<file path="src/rtl/jt89_pkg.sv">
// Shared constants for the jt89 output conditioning stage: default tracker pole, output width
// and helpers that derive the saturation limits from the output width.
package jt89_pkg;

  localparam int JT89_K_DEF  = 8;
  localparam int JT89_OW_DEF = 12;
  localparam int JT89_ZW     = 16;

  function automatic logic signed [JT89_ZW-1:0] sat_max(input int ow);
    return JT89_ZW'((32'sd1 <<< (ow - 1)) - 32'sd1);
  endfunction

  function automatic logic signed [JT89_ZW-1:0] sat_min(input int ow);
    return JT89_ZW'(-(32'sd1 <<< (ow - 1)));
  endfunction

endpackage

</file>
<file path="src/rtl/jt89_sat.sv">
// Combinational saturator: clamps a 16-bit signed value into OW signed bits and flags clipping.
module jt89_sat
  import jt89_pkg::*;
#(
  parameter int OW = JT89_OW_DEF
) (
  input  logic signed [JT89_ZW-1:0] i_z,
  output logic signed [OW-1:0]      o_y,
  output logic                      o_clip
);

  localparam logic signed [JT89_ZW-1:0] SAT_HI = sat_max(OW);
  localparam logic signed [JT89_ZW-1:0] SAT_LO = sat_min(OW);

  always_comb begin
    o_clip = 1'b0;
    o_y    = i_z[OW-1:0];
    if (i_z > SAT_HI) begin
      o_y    = SAT_HI[OW-1:0];
      o_clip = 1'b1;
    end else if (i_z < SAT_LO) begin
      o_y    = SAT_LO[OW-1:0];
      o_clip = 1'b1;
    end
  end

endmodule

</file>
<file path="src/rtl/jt89_out.sv">
// Output conditioning for the jt89 PSG mix: sample on cen, optional DC removal, 0..3 bit gain,
// saturation to OW bits, one-cycle sample strobe and sticky clip flag.
module jt89_out
  import jt89_pkg::*;
#(
  parameter int K  = JT89_K_DEF,
  parameter int OW = JT89_OW_DEF
) (
  input  logic                 clk,
  input  logic                 rst,
  input  logic                 cen,
  input  logic signed [11:0]   sound,
  input  logic                 dc_en,
  input  logic [1:0]           gain,
  input  logic                 peak_clr,
  output logic signed [OW-1:0] snd_out,
  output logic                 sample,
  output logic                 peak
);

  localparam int AW = 13 + K;

  logic signed [AW-1:0]      r_acc;
  logic signed [11:0]        r_x;
  logic signed [12:0]        r_dc;
  logic                      r_v1;

  logic signed [AW-1:0]      w_acc_shr;
  logic signed [AW-1:0]      w_sound_ext;
  logic signed [12:0]        w_dc_use;
  logic signed [12:0]        w_y;
  logic signed [JT89_ZW-1:0] w_y_ext;
  logic signed [JT89_ZW-1:0] w_z;
  logic signed [OW-1:0]      w_sat;
  logic                      w_clip;

  // acc>>>K always fits in 13 bits because acc stays within the 12-bit input range scaled by 2^K
  assign w_acc_shr   = r_acc >>> K;
  assign w_sound_ext = {{(AW-12){sound[11]}}, sound};

  always_ff @(posedge clk or posedge rst) begin
    if (rst) begin
      r_acc <= '0;
      r_x   <= '0;
      r_dc  <= '0;
      r_v1  <= 1'b0;
    end else begin
      r_v1 <= cen;
      if (cen) begin
        r_x  <= sound;
        r_dc <= dc_en ? w_acc_shr[12:0] : 13'sd0;
      end
      if (!dc_en)
        r_acc <= '0;
      else if (cen)
        r_acc <= r_acc + w_sound_ext - w_acc_shr;
    end
  end

  assign w_dc_use = dc_en ? r_dc : 13'sd0;
  assign w_y      = {r_x[11], r_x} - w_dc_use;
  assign w_y_ext  = {{(JT89_ZW-13){w_y[12]}}, w_y};
  assign w_z      = w_y_ext <<< gain;

  jt89_sat #(.OW(OW)) u_sat (
    .i_z    (w_z),
    .o_y    (w_sat),
    .o_clip (w_clip)
  );

  // A clip on the same edge as peak_clr keeps the flag set
  always_ff @(posedge clk or posedge rst) begin
    if (rst) begin
      snd_out <= '0;
      sample  <= 1'b0;
      peak    <= 1'b0;
    end else begin
      sample <= r_v1;
      if (r_v1)
        snd_out <= w_sat;
      if (r_v1 && w_clip)
        peak <= 1'b1;
      else if (peak_clr)
        peak <= 1'b0;
    end
  end

endmodule

</file>
<file path="config.mk">
export PLATFORM = sky130hd
export DESIGN_NAME = jt89_out
export DESIGN_NICKNAME = d
export VERILOG_FILES = /design/src/rtl/jt89_pkg.sv /design/src/rtl/jt89_sat.sv /design/src/rtl/jt89_out.sv
export SDC_FILE = /design/constraint.sdc
export NUM_CORES = 1
export LEC_CHECK = 0
export BUFFER_PORTS_ARGS = -buffer_cell sky130_fd_sc_hd__buf_2
export CORE_ASPECT_RATIO = 2
export CORE_MARGIN = 5
export CORE_UTILIZATION = 65
export DETAILED_ROUTE_END_ITERATION = 16
export MAX_ROUTING_LAYER = met4
export PLACE_DENSITY = 0.88
export SLEW_MARGIN = 20
export SYNTH_ARGS = -nofsm -noshare
export SYNTH_HDL_FRONTEND = slang
export SYNTH_SLANG_ARGS = --single-unit
export TNS_END_PERCENT = 100
</file>
<file path="constraint.sdc">
create_clock -name clk -period 4.4 [get_ports clk]
set_input_delay 0.44 -clock clk [delete_from_list [all_inputs] [get_ports clk]]
set_output_delay 0.44 -clock clk [all_outputs]
set_load 0.01 [all_outputs]
</file>
======== Word level (Yosys, flattened, before mapping) ========
Index checks and enable logic that the tools add are counted.
cells by class
  $lt $le $gt $ge ......................... 2
  equal/unequal tests ..................... 1
  reductions and logical operators ........ 2
  add/sub/neg operators ................... 3
  mux-type cells .......................... 10
  shift-type cells ........................ 1
operators by type and width
  cell                  number
  $mux 21               2
  $mux 13               2
  $mux 12               2
  $add 21x12->21        1
  $sub 21x13->21        1
  $gt 16x12->1 const B  1
  $lt 16x12->1 const B  1
  $sshl 13x2->16        1
  $sub 13x13->13        1
  $mux 1                4
  $ne 2x2->1 const B    1
  $reduce_bool 2->1     1
  $logic_and 1x1->1     1
word-level totals
  register bits after elaboration ......... 61

======== Longest topological paths before layout ========
  depth in word-level cells ............... 8
  depth in mapped cells ................... 14
  gate-level depth less buffers ........... 13

======== Cells and area by module ========
Synthesis repeated with hierarchy kept, for this count alone.
unflattened totals
  cell total of the unflattened synthesis .. 591
  area, all modules ....................... 5325.1 um^2
modules (own cells, without submodules)
  module    cells an instance  area each (um^2)  instances
  jt89_out  544                4964.8            1
  jt89_sat  47                 360.3             1

======== Worst setup path before layout ========
Ideal clock, no wire load.
  kind .................................... in2reg
  start point ............................. input port dc_en
  end point ............................... register snd_out[2]
  cell stages on the path ................. 14
  data arrival time ....................... 3255 ps
  setup time .............................. 132 ps
  data required time ...................... 4268 ps
  slack ................................... 1013 ps
  path buffers ............................ 2
  cells stage by stage .................... clkbuf_1 > clkbuf_1 > and2_1 > ha_1 > inv_1 > fa_1 > a211oi_2 > o21ai_1 > a41o_1 > a21oi_2 > xnor2_1 > a21oi_1 > nor3_4 > a21oi_1
between the ends
  longest elaborated chain between the ends .. 6
  elaborated cells between the ends (all ways) .. 7
  those cells by class .................... 1 x add/sub; 2 x order compare; 1 x shift; 3 x mux
RTL lines
  item                  line            RTL
  from (decl)           jt89_out.sv:13  input logic dc_en,
  $mux 13 (*)           jt89_out.sv:60  assign w_dc_use = dc_en ? r_dc : 13'sd0;
  $sub 13x13->13 (*)    jt89_out.sv:61  assign w_y = {r_x[11], r_x} - w_dc_use;
  $sshl 13x2->16 (*)    jt89_out.sv:63  assign w_z = w_y_ext <<< gain;
  $lt 16x12->1          jt89_sat.sv:21  end else if (i_z < SAT_LO) begin
  $mux 12               jt89_sat.sv:21
  $mux 12 (*)           jt89_sat.sv:18  if (i_z > SAT_HI) begin
  to (signal assigned)  jt89_out.sv:80  snd_out <= w_sat;
  to (decl)             jt89_out.sv:16  output logic signed [OW-1:0] snd_out,
Mark *: on every way between the ends. The rest lies on a longest branch, timed or not.
A chain may end at the register's enable or synchronous reset.

======== Final worst setup path ========
  start point ............................. register r_acc[9]
  end point ............................... register r_acc[19]
between the ends
  longest elaborated chain between the ends .. 4
RTL lines
  item                    line            RTL
  from (decl)             jt89_out.sv:23  logic signed [AW-1:0] r_acc;
  from (signal assigned)  jt89_out.sv:56  r_acc <= r_acc + w_sound_ext - w_acc_shr;
  $add 21x12->21          jt89_out.sv:56
  $sub 21x13->21 (*)      jt89_out.sv:56
  $mux 21 (*)             jt89_out.sv:55  else if (cen)
  $mux 21 (*)             jt89_out.sv:53  if (!dc_en)
Mark *: on every way between the ends. The rest lies on a longest branch, timed or not. The select of a mux whose other input is x is not followed.

==> impl_metrics.ini <==
[finish]
fin_util = 0.7309
regArea_um2 = 1526
multiInputGateArea_um2 = 3053
mostFrequentLayoutCell = inv_1
instances_no_fill = 709
drive_above_1_share = 0.1317
num_antenna_cells = 0
fillerInstances = 509
area_growth_pct = 10.31
layout_common_cells = 98 x inv_1, 61 x dfrtp_1, 48 x nand2_1
final_net_count = 685
final_area_um2 = 5555

[synth]
synth_top_family_by_area = compound AO/OA/AOI/OAI gates
synth_area_per_cell_um2 = 8.623
yosys.area_share.xor_xnor = 0.04522
synth-seq-area-share = 0.3031
synthDistinctLibCells = 61
synth_edf_count = 0
netlist_instances = 584
synthFlopType = dfrtp_1
synth-simple-area-share = 0.1421
ys_seq_elements = 61
syn_nets = 658
synth_mux_area_frac = 0.05391
synth_compound_area_frac = 0.1970
yosysWarnings = 0
synth-async-reset-ratio = 1.000
syn-cell-area_um2 = 5036
synth_adder_area_share = 0.1680

[cts]
hold_buffers = 0
cts_root_buf = clkbuf_16
post_cts_resized = 0
cts_buffer_depth = 2
cts_sinks = 61
htreeDepth = 3
insertion_delay_ns = 0.33
cts_buffers = 9
cts_tree = done
clkTransAtPathRegs_ns = 0.05
cts_setup_buffers = 0

[critical_path]
r2r_cells = 11
path_cells = fa_1 -> inv_1 -> ha_1 -> a211oi_1 -> o21ai_1 -> o21a_1 -> o41ai_2 -> o311ai_1 -> a31oi_1 -> xor2_1 -> o21ai_1
worstPathMaxFanout = 3
cp_data_required_time_ns = 4.60
crit_path_end = r_acc[19]
path_delay_family = compound AO/OA/AOI/OAI gates
crit_cells = 11
ff2ff_setup_slack_ns = 0.82
path_buf_inv = 1
crit_path_max_incr_delay_ns = 0.52
r2r-end = r_acc[19]
cp_slowest_cell = fa_1
cp_common_cell = o21ai_1
crit_type = flip-flop to flip-flop
r2r-start = r_acc[9]
cp-end-kind = flip-flop
cp-start-kind = flip-flop
startpoint = r_acc[9]
cp.arrival_ns = 3.78

[timing]
slew_viol_final = 0
setup_violations = 0
setup_ws_ns = 0.8153
tns_ns = 0
timing.final.crit_period_ns = 3.585
rsz0062_at_grt = false
hold_viol = 0
skew_ns = 0.007837
max_freq_mhz = 279.0
hold-worst-slack_ns = 0.3211
relSlewSlack = 0.4778
worst_pin_slew_ns = 0.7833
finalCritPeriodShare = 0.8147

[route]
drt_iter0_drc = 343
drc_errors = 0
wl_um = 13420
ant_nets = 0
vias = 4480
dr.pass1.iters = 5
post_drt_via_cell_ratio = 6.319
wl_per_cell_um = 18.92

[die]
fp.dieH_um = 134.5
die_x_um = 72.24
rows = 45
core_region_area_um2 = 7601
start_util = 0.6626
dieArea_um2 = 9715
ios = 33

[global_route]
grt_pass1_wl_um = 21920
antenna_found_initial = 0
track_usage = 0.3001
grt_max_degree = 64
grt_pass1_vias = 4797
gr-total-overflow = 0

[power_and_ir_drop]
p_leak_nw = 2.633
finalPower_mw = 4.083
peakVddDrop_mv = 0.4570
powerDensity_nw_per_um2 = 735.0

[worst_hold_path]
hold_depth = 2
hold_path_class = primary input to flip-flop

[outcome]
status = finished, final reports clean

[placement]
dp_slack_ns = 0.8239
finalWeightedCongestion = 0.9520
numPortBuffers = 32
hpwl_um = 9575
dp.cells = 694
place_area_um2 = 5255

[job]
maxCapViolations = 0
[flip-flops by register name, summed over array words and instances, names as in the netlist]
| name | count |
|---|---|
| peak | 1 |
| r_acc | 21 |
| r_dc | 13 |
| r_v1 | 1 |
| r_x | 12 |
| sample | 1 |
| snd_out | 12 |
[worst min path at each step]
| stage | start | endpoint | slack (ns) |
|---|---|---|---|
| 6_report | peak_clr | peak | 0.32 |
| 5_1_grt | peak_clr | peak | 0.33 |
| 4_1_cts | peak_clr | peak | 0.32 |
| 3_5_place_dp | r_acc[2] | r_acc[2] | 0.49 |
| 3_3_place_gp | snd_out[6] | snd_out[6] | 0.50 |
| 2_1_floorplan | r_v1 | sample | 0.46 |
[worst register-to-register path: cells and delay by family, from the launching register on]
family | cells | cell delay [ns]
AO/OA/AOI/OAI | 7 | 1.88
adder cells (fa/ha/maj) | 2 | 0.86
flip-flops | 1 | 0.48
XOR/XNOR | 1 | 0.17
buffers and inverters | 1 | 0.08
[synth_stat cells (all sizes together) (14+ instances only)]
master	number	area, µm²
o21ai	43	219.0
inv	100	375.4
a21oi	38	193.9
clkbuf	14	52.55
dfrtp	61	1526
nor2	30	112.6
nand2	48	180.2
fa	21	420.4
ha	34	425.4
mux2	14	161.4
nand3	20	100.1
[area by class of cell]
cell class                 count  area share
tap                           94     0.02117
clock inverter                 4    0.008559
sequential                    61      0.2748
multi-input combinational    404      0.5495
timing repair buffer          35     0.03288
inverter                     100     0.06757
clock buffer                  11     0.04550
[layer usage]
layer  vias up  routed length, µm  track usage
li1       2019                  -            -
met3        81                533      0.04247
met2       204               7363       0.5371
met5         -                  0            -
met1      2176               4502       0.2739
met4         0               1016       0.2301
[kinds of logic (layout without fill, tap and decap cells)]
kind of cell	count (synthesis)	count (layout)
adder cells (fa/ha/maj)	55	55
XOR/XNOR	26	26
AO/OA/AOI/OAI	151	151
AND/OR/NAND/NOR	147	147
multiplexers	25	25
buffers and inverters	119	150
flip-flops	61	61
[where the power goes]
part | total (mW) | internal (mW) | switching (mW)
clock network | 0.710 | 0.463 | 0.246
registers | 0.840 | 0.713 | 0.127
logic | 2.53 | 1.04 | 1.49
Power figures use the tool's default switching activity.
